### src/rtl/seg7_scan_driver.sv
// Time-multiplexed N-digit 7-segment driver with refresh prescaler, tear-free
// double-buffered value load, leading-zero blanking, anti-ghost blanking and selectable polarity.
module seg7_scan_driver #(
    parameter int N_DIGITS       = 4,
    parameter int REFRESH_DIV    = 100000,
    parameter int BLANK_CYCLES   = 2,
    parameter bit SEG_ACTIVE_LOW = 1'b1,
    parameter bit AN_ACTIVE_LOW  = 1'b1
) (
    input  logic                        clk_i,
    input  logic                        rst_i,
    input  logic [4*N_DIGITS-1:0]       value_i,
    input  logic [N_DIGITS-1:0]         dp_in_i,
    input  logic                        load_i,
    input  logic                        blank_lz_i,
    input  logic                        enable_i,
    output logic [6:0]                  seg_o,
    output logic                        dp_o,
    output logic [N_DIGITS-1:0]         an_o,
    output logic [$clog2(N_DIGITS)-1:0] scan_idx_o,
    output logic                        frame_start_o
);

    localparam int IDX_W = $clog2(N_DIGITS);
    localparam int PRE_W = $clog2(REFRESH_DIV);

    localparam logic [6:0]          SEG_OFF = SEG_ACTIVE_LOW ? 7'h7F : 7'h00;
    localparam logic                DP_OFF  = SEG_ACTIVE_LOW;
    localparam logic [N_DIGITS-1:0] AN_OFF  = AN_ACTIVE_LOW ? {N_DIGITS{1'b1}} : {N_DIGITS{1'b0}};

    logic [PRE_W-1:0]      prescaler_q, prescaler_d;
    logic [IDX_W-1:0]      scan_idx_q, scan_idx_d;
    logic [4*N_DIGITS-1:0] pend_val_q, pend_val_d;
    logic [N_DIGITS-1:0]   pend_dp_q, pend_dp_d;
    logic                  pend_valid_q, pend_valid_d;
    logic [4*N_DIGITS-1:0] shadow_val_q, shadow_val_d;
    logic [N_DIGITS-1:0]   shadow_dp_q, shadow_dp_d;
    logic [6:0]            seg_q, seg_d;
    logic                  dp_q, dp_d;
    logic [N_DIGITS-1:0]   an_q, an_d;
    logic                  frame_start_q, frame_start_d;

    logic                  slot_wrap;
    logic                  frame_wrap;
    logic [N_DIGITS-1:0]   zero_above;
    logic [3:0]            cur_nib;
    logic                  cur_blank;
    logic [6:0]            seg_act;
    logic                  dp_act;
    logic [N_DIGITS-1:0]   an_act;

    function automatic logic [6:0] hex_glyph(input logic [3:0] nib);
        case (nib)
            4'h0: return 7'h7E;
            4'h1: return 7'h30;
            4'h2: return 7'h6D;
            4'h3: return 7'h79;
            4'h4: return 7'h33;
            4'h5: return 7'h5B;
            4'h6: return 7'h5F;
            4'h7: return 7'h70;
            4'h8: return 7'h7F;
            4'h9: return 7'h7B;
            4'hA: return 7'h77;
            4'hB: return 7'h1F;
            4'hC: return 7'h4E;
            4'hD: return 7'h3D;
            4'hE: return 7'h4F;
            default: return 7'h47;
        endcase
    endfunction

    // Scan timing and double buffer; shadow only changes at the frame wrap so a frame never tears.
    always_comb begin
        // NOTE: every variable gets a default first so no path can infer a latch.
        prescaler_d   = prescaler_q + PRE_W'(1);
        scan_idx_d    = scan_idx_q;
        pend_val_d    = pend_val_q;
        pend_dp_d     = pend_dp_q;
        pend_valid_d  = pend_valid_q;
        shadow_val_d  = shadow_val_q;
        shadow_dp_d   = shadow_dp_q;

        slot_wrap     = (prescaler_q == PRE_W'(REFRESH_DIV - 1));
        frame_wrap    = slot_wrap && (scan_idx_q == IDX_W'(N_DIGITS - 1));
        frame_start_d = frame_wrap;

        if (slot_wrap) begin
            prescaler_d = '0;
            scan_idx_d  = frame_wrap ? '0 : scan_idx_q + IDX_W'(1);
        end

        if (frame_wrap) begin
            if (load_i) begin
                shadow_val_d = value_i;
                shadow_dp_d  = dp_in_i;
                pend_valid_d = 1'b0;
            end else if (pend_valid_q) begin
                shadow_val_d = pend_val_q;
                shadow_dp_d  = pend_dp_q;
                pend_valid_d = 1'b0;
            end
        end else if (load_i) begin
            pend_val_d   = value_i;
            pend_dp_d    = dp_in_i;
            pend_valid_d = 1'b1;
        end
    end

    // zero_above[k] is set when shadow nibbles k..N_DIGITS-1 are all zero.
    always_comb begin
        zero_above = '0;
        zero_above[N_DIGITS-1] = (shadow_val_q[4*(N_DIGITS-1) +: 4] == 4'h0);
        for (int k = N_DIGITS - 2; k >= 0; k--) begin
            zero_above[k] = zero_above[k+1] && (shadow_val_q[4*k +: 4] == 4'h0);
        end
    end

    always_comb begin
        cur_nib   = shadow_val_q[{scan_idx_q, 2'b00} +: 4];
        cur_blank = blank_lz_i && (scan_idx_q != '0) && zero_above[scan_idx_q];
        seg_act   = '0;
        dp_act    = 1'b0;
        an_act    = '0;

        if (enable_i) begin
            seg_act = cur_blank ? 7'h00 : hex_glyph(cur_nib);
            dp_act  = shadow_dp_q[scan_idx_q];
            // Anodes stay dark at the start of a slot while segments settle to the new glyph.
            if (prescaler_q >= PRE_W'(BLANK_CYCLES)) begin
                an_act[scan_idx_q] = 1'b1;
            end
        end

        seg_d = SEG_ACTIVE_LOW ? ~seg_act : seg_act;
        dp_d  = SEG_ACTIVE_LOW ? ~dp_act  : dp_act;
        an_d  = AN_ACTIVE_LOW  ? ~an_act  : an_act;
    end

    always_ff @(posedge clk_i) begin
        // NOTE: clocked state uses non-blocking assignments only, so every register sees pre-edge values.
        if (rst_i) begin
            prescaler_q   <= '0;
            scan_idx_q    <= '0;
            pend_val_q    <= '0;
            pend_dp_q     <= '0;
            pend_valid_q  <= 1'b0;
            shadow_val_q  <= '0;
            shadow_dp_q   <= '0;
            seg_q         <= SEG_OFF;
            dp_q          <= DP_OFF;
            an_q          <= AN_OFF;
            frame_start_q <= 1'b0;
        end else begin
            prescaler_q   <= prescaler_d;
            scan_idx_q    <= scan_idx_d;
            pend_val_q    <= pend_val_d;
            pend_dp_q     <= pend_dp_d;
            pend_valid_q  <= pend_valid_d;
            shadow_val_q  <= shadow_val_d;
            shadow_dp_q   <= shadow_dp_d;
            seg_q         <= seg_d;
            dp_q          <= dp_d;
            an_q          <= an_d;
            frame_start_q <= frame_start_d;
        end
    end

    assign seg_o         = seg_q;
    assign dp_o          = dp_q;
    assign an_o          = an_q;
    assign scan_idx_o    = scan_idx_q;
    assign frame_start_o = frame_start_q;

endmodule

### config.mk
export PLATFORM = sky130hd
export DESIGN_NAME = seg7_scan_driver
export DESIGN_NICKNAME = d
export VERILOG_FILES = /design/src/rtl/seg7_scan_driver.sv
export SDC_FILE = /design/constraint.sdc
export NUM_CORES = 1
export LEC_CHECK = 0
export CORE_MARGIN = 2
export CORE_UTILIZATION = 51
export CTS_CLUSTER_DIAMETER = 50
export DETAILED_ROUTE_END_ITERATION = 8
export GPL_ROUTABILITY_DRIVEN = 0
export MAX_ROUTING_LAYER = met4
export PLACE_DENSITY_LB_ADDON = 0.1
export SKIP_LAST_GASP = 1
export SYNTH_ARGS = -nofsm -noshare
export SYNTH_HDL_FRONTEND = slang
export SYNTH_SLANG_ARGS = --single-unit
### constraint.sdc
create_clock -name clk_i -period 2.2 [get_ports clk_i]
set_clock_uncertainty 0.1 [all_clocks]
set_input_delay 0.44 -clock clk_i [delete_from_list [all_inputs] [get_ports clk_i]]
set_output_delay 0.44 -clock clk_i [all_outputs]
set_load 0.01 [all_outputs]
==> summary.md <==
The iteration-0 DRC count of the detailed router was 169. The tools report the H-tree depth as 3. The signed area change from the synthesized netlist to the final layout was 20.2%; the wire length of the first global-routing pass was 12800 microns. The tightest hold path in the finished design has a slack of 359 ps. The worst slew slack as a fraction of its limit was 0.684. Before CTS, the worst setup slack after placement is 84.0 ps. Counting every net in the synthesized netlist gives 423. In the synthesized netlist, the number of instances is 386.

The repair_antennas step left the layout with diodes totalling 0. The most used flip-flop cell after synthesis is sky130_fd_sc_hd__dfxtp_1. Origin of the critical flop-to-flop path: prescaler_q[1]. The synthesized netlist occupies a cell area of 3640 sq um.

From left edge to right edge, the die measures 88.5 microns. The tools report the highest clock frequency the design can meet as 473 MHz. Setup repair after global routing could not meet its margin everywhere.

Clock tree synthesis inserted a total of 9 buffers. The number of different library cells in the post-synthesis netlist was 45; the max capacitance violation total was 0. Dividing the detail-routed via count by the number of cells gives 5.67. The worst register-to-register path ends at shadow_val_q[11]. The synthesis-stage register bit count was 73. Summing all non-filler instances in the final layout gives an area of 4380 sq um. The run gives 0.637 as the share of the core filled with cells in the final layout.

The floorplan has 30 rows. The power per cell area is 574 nW/um^2. The worst setup path is of the reg2reg kind. The top cell types in the final layout, fill and taps aside, are sky130_fd_sc_hd__dfxtp_1, sky130_fd_sc_hd__nand2_1, sky130_fd_sc_hd__mux2i_1, sky130_fd_sc_hd__clkdlybuf4s50_1, sky130_fd_sc_hd__nor2_1. The number of max-slew violations in the final report is 0.

The initial antenna violation count was 0; the initial cell density of the core was 0.530. The part of the cycle the worst path needs came out at 0.961. STA classifies the critical path startpoint as a flop. The proportion of total power due to net switching works out to 0.255. After detailed routing, the number of remaining DRC violations is 0. The share of total power in combinational logic was 0.091; the overall die height was 88.5 microns. The nature of the critical path endpoint was a flop. The worst endpoint required time came out at 2330 ps. After detailed routing, the average wire length per cell comes to 14.8 microns.

In this run the register-to-register setup slack is 90 ps. The shortest clock period the worst path allows after layout was 2110 ps. After layout, the worst setup slack is 85.2 ps.

Source of the critical timing path: prescaler_q[1]. The tools report the number of endpoints with negative hold slack in the final report as 0. The depth of the most critical reg-to-reg path is 6.

The type of the worst min-delay path is reg2reg. The clock tree buffer depth is 2, and the number of nets with antenna violations after routing is 0. The logs give 0.217 for the global routing usage summed across all routing layers and 0.548 for the sequential group share of total power. In this run the power spent charging and discharging nets is 640 uW. For the clock latency at the later pin of the worst-skew pair, the log shows 360 ps. The maximum vdd ir drop is 0.390 mV. The net count of the finished layout is 465. The core region is 6870 sq um. Yosys printed 0 warnings. Across all layers, the routed design uses 2997 vias. The tools report the capturing instance or port of the critical path as shadow_val_q[11]. Along the worst path, the maximum fanout reaches 21. For the first-pass iteration count of the detailed router, the log shows 4.

The power consumption is 2.51 mW, and the proportion of layout cells with a drive suffix above 1 is 0.118. Port buffering added 39 buffers. The final routed wirelength across all metal layers is 7850 microns, and the proportion of synthesized flip-flops having asynchronous set or reset is 0. The signal arrival time at the worst endpoint is 2240 ps, and the synthesized area per cell is 9.43 sq um. The slew at the pin with the worst max-slew slack is 469 ps.

The count of clock tree sinks is 73. The worst hold path was traced through 2 stages. The clock-pin slew on the worst setup and hold paths is 80 ps, and the placed wire-length estimate is 5490 microns. The run gives 2671 as the via count of the first global-routing pass. CTS placed an instance of sky130_fd_sc_hd__clkbuf_8 at the clock tree root. The internal portion of the total power is 1.87 mW. The library cell used most frequently in the layout, excluding fill and tap cells, is sky130_fd_sc_hd__dfxtp_1. The flow ran to the end, and the final reports show no timing, DRC or antenna violations. The clock power share is 0.362, and the floorplan die area is 7830 sq um. The share of the yosys chip area belonging to registers is 0.401. 40 I/O pins were placed. For this run the aggregate overflow at the end of global routing stands at 0.

The logs give 0 for the final-report setup violation count and 0 for the number of buffers added for setup after CTS. Once placement finished, the instance area stood at 4200 sq um. TritonCTS built the clock tree.

Summed over all cells, the static leakage comes to 1.66 nW. The synthesized design contains 0 enable-type register cells. The tools report the largest net degree at the start of global routing as 47.
## cells by family (layout without fill, tap and decap cells)
logic type / after synthesis / count (layout) / synth area share
AND/OR/NAND/NOR: 131 / 131 / 0.177
multiplexers: 54 / 54 / 0.166
XOR/XNOR: 15 / 15 / 0.0361
adder cells (fa/ha/maj): 12 / 12 / 0.0412
AO/OA/AOI/OAI: 62 / 62 / 0.132
buffers and inverters: 39 / 86 / 0.0460
flip-flops: 73 / 73 / 0.401
## layer usage
metal / GRT usage / vias to the layer above / part of all wire
li1: - / 1495 / -
met1: 0.310 / 1427 / 0.50
met2: 0.300 / 65 / 0.44
met3: 0.0401 / 10 / 0.043
met4: 0.0868 / 0 / 0.014
met5: - / - / 0
## metrics by stage
stage | instances | TNS [ps]
2_1_floorplan | 386 | 0
3_3_place_gp | 513 | 0
3_5_place_dp | 513 | 0
4_1_cts | 529 | 0
5_1_grt | 529 | -79.9
6_report | 529 | 0
## final cells by class
class                   count  area (sq um)
clock buffers              10           128
repair buffers             61           572
inverters                   9          33.8
clock inverters             6          35.0
multi-input cells         274          2030
fillers                   600          2490
flip-flops and latches     73          1460
well taps                  96           120
## sequential cells by signal (all words and copies together) (netlist names)
register / cells
pend_valid_q: 1
an_o: 4
seg_o: 7
scan_idx_o: 2
prescaler_q: 17
dp_o: 1
shadow_dp_q: 4
frame_start_o: 1
pend_dp_q: 4
pend_val_q: 16
shadow_val_q: 16
## worst max-delay path, stage by stage (launching register included)
cell and delay (ps):
sky130_fd_sc_hd__dfxtp_1 400, sky130_fd_sc_hd__ha_1 240, sky130_fd_sc_hd__nand4_4 100, sky130_fd_sc_hd__or3_4 390, sky130_fd_sc_hd__buf_4 210, sky130_fd_sc_hd__o311ai_0 420, sky130_fd_sc_hd__o31ai_2 120
## worst min path at each step
stage / start / slack (ps) / end
floorplan: pend_dp_q[0] / 330 / pend_dp_q[0]
global placement: pend_val_q[10] / 340 / pend_val_q[10]
detailed placement: pend_dp_q[1] / 350 / pend_dp_q[1]
CTS: pend_dp_q[1] / 360 / pend_dp_q[1]
global route: pend_val_q[2] / 370 / pend_val_q[2]
finish: pend_val_q[2] / 360 / pend_val_q[2]
## power groups by stage
stage	registers, mW	clock network (mW)	logic, mW
after floorplan	1.40	0	0.124
after global placement	1.41	0	0.225
after detailed placement	1.41	0	0.228
after CTS	1.38	0.922	0.229
after global routing	1.38	0.985	0.249
final	1.38	0.909	0.228
## synthesized netlist by cell type, types with 3 or more instances
cell                        n  share of area
sky130_fd_sc_hd__dfxtp_1   73           0.40
sky130_fd_sc_hd__nand2_1   56          0.058
sky130_fd_sc_hd__mux2i_1   47           0.13
sky130_fd_sc_hd__nor2_1    26          0.027
sky130_fd_sc_hd__clkbuf_1  23          0.024
sky130_fd_sc_hd__o31ai_1   23          0.047
sky130_fd_sc_hd__o311ai_0  21          0.051
sky130_fd_sc_hd__ha_1      12          0.041
sky130_fd_sc_hd__nand3_1   12          0.016
sky130_fd_sc_hd__inv_1      8         0.0082
sky130_fd_sc_hd__nor4_1     8          0.014
sky130_fd_sc_hd__xnor2_1    8          0.019
sky130_fd_sc_hd__xor2_1     7          0.017
sky130_fd_sc_hd__mux4_2     5          0.031
sky130_fd_sc_hd__buf_2      4         0.0055
sky130_fd_sc_hd__nand4_1    4         0.0069
sky130_fd_sc_hd__nor3_1     4         0.0055
sky130_fd_sc_hd__o211ai_1   4         0.0082
sky130_fd_sc_hd__a21oi_1    3         0.0041
sky130_fd_sc_hd__and3_1     3         0.0052
sky130_fd_sc_hd__and4_1     3         0.0072
sky130_fd_sc_hd__or3_1      3         0.0052
## timing repair
action,4_1_cts,5_1_grt
gates resized for setup,0,6
endpoints found under the setup margin,0,9
hold buffers,0,0
Note: power is estimated with default switching activity, not from simulation.
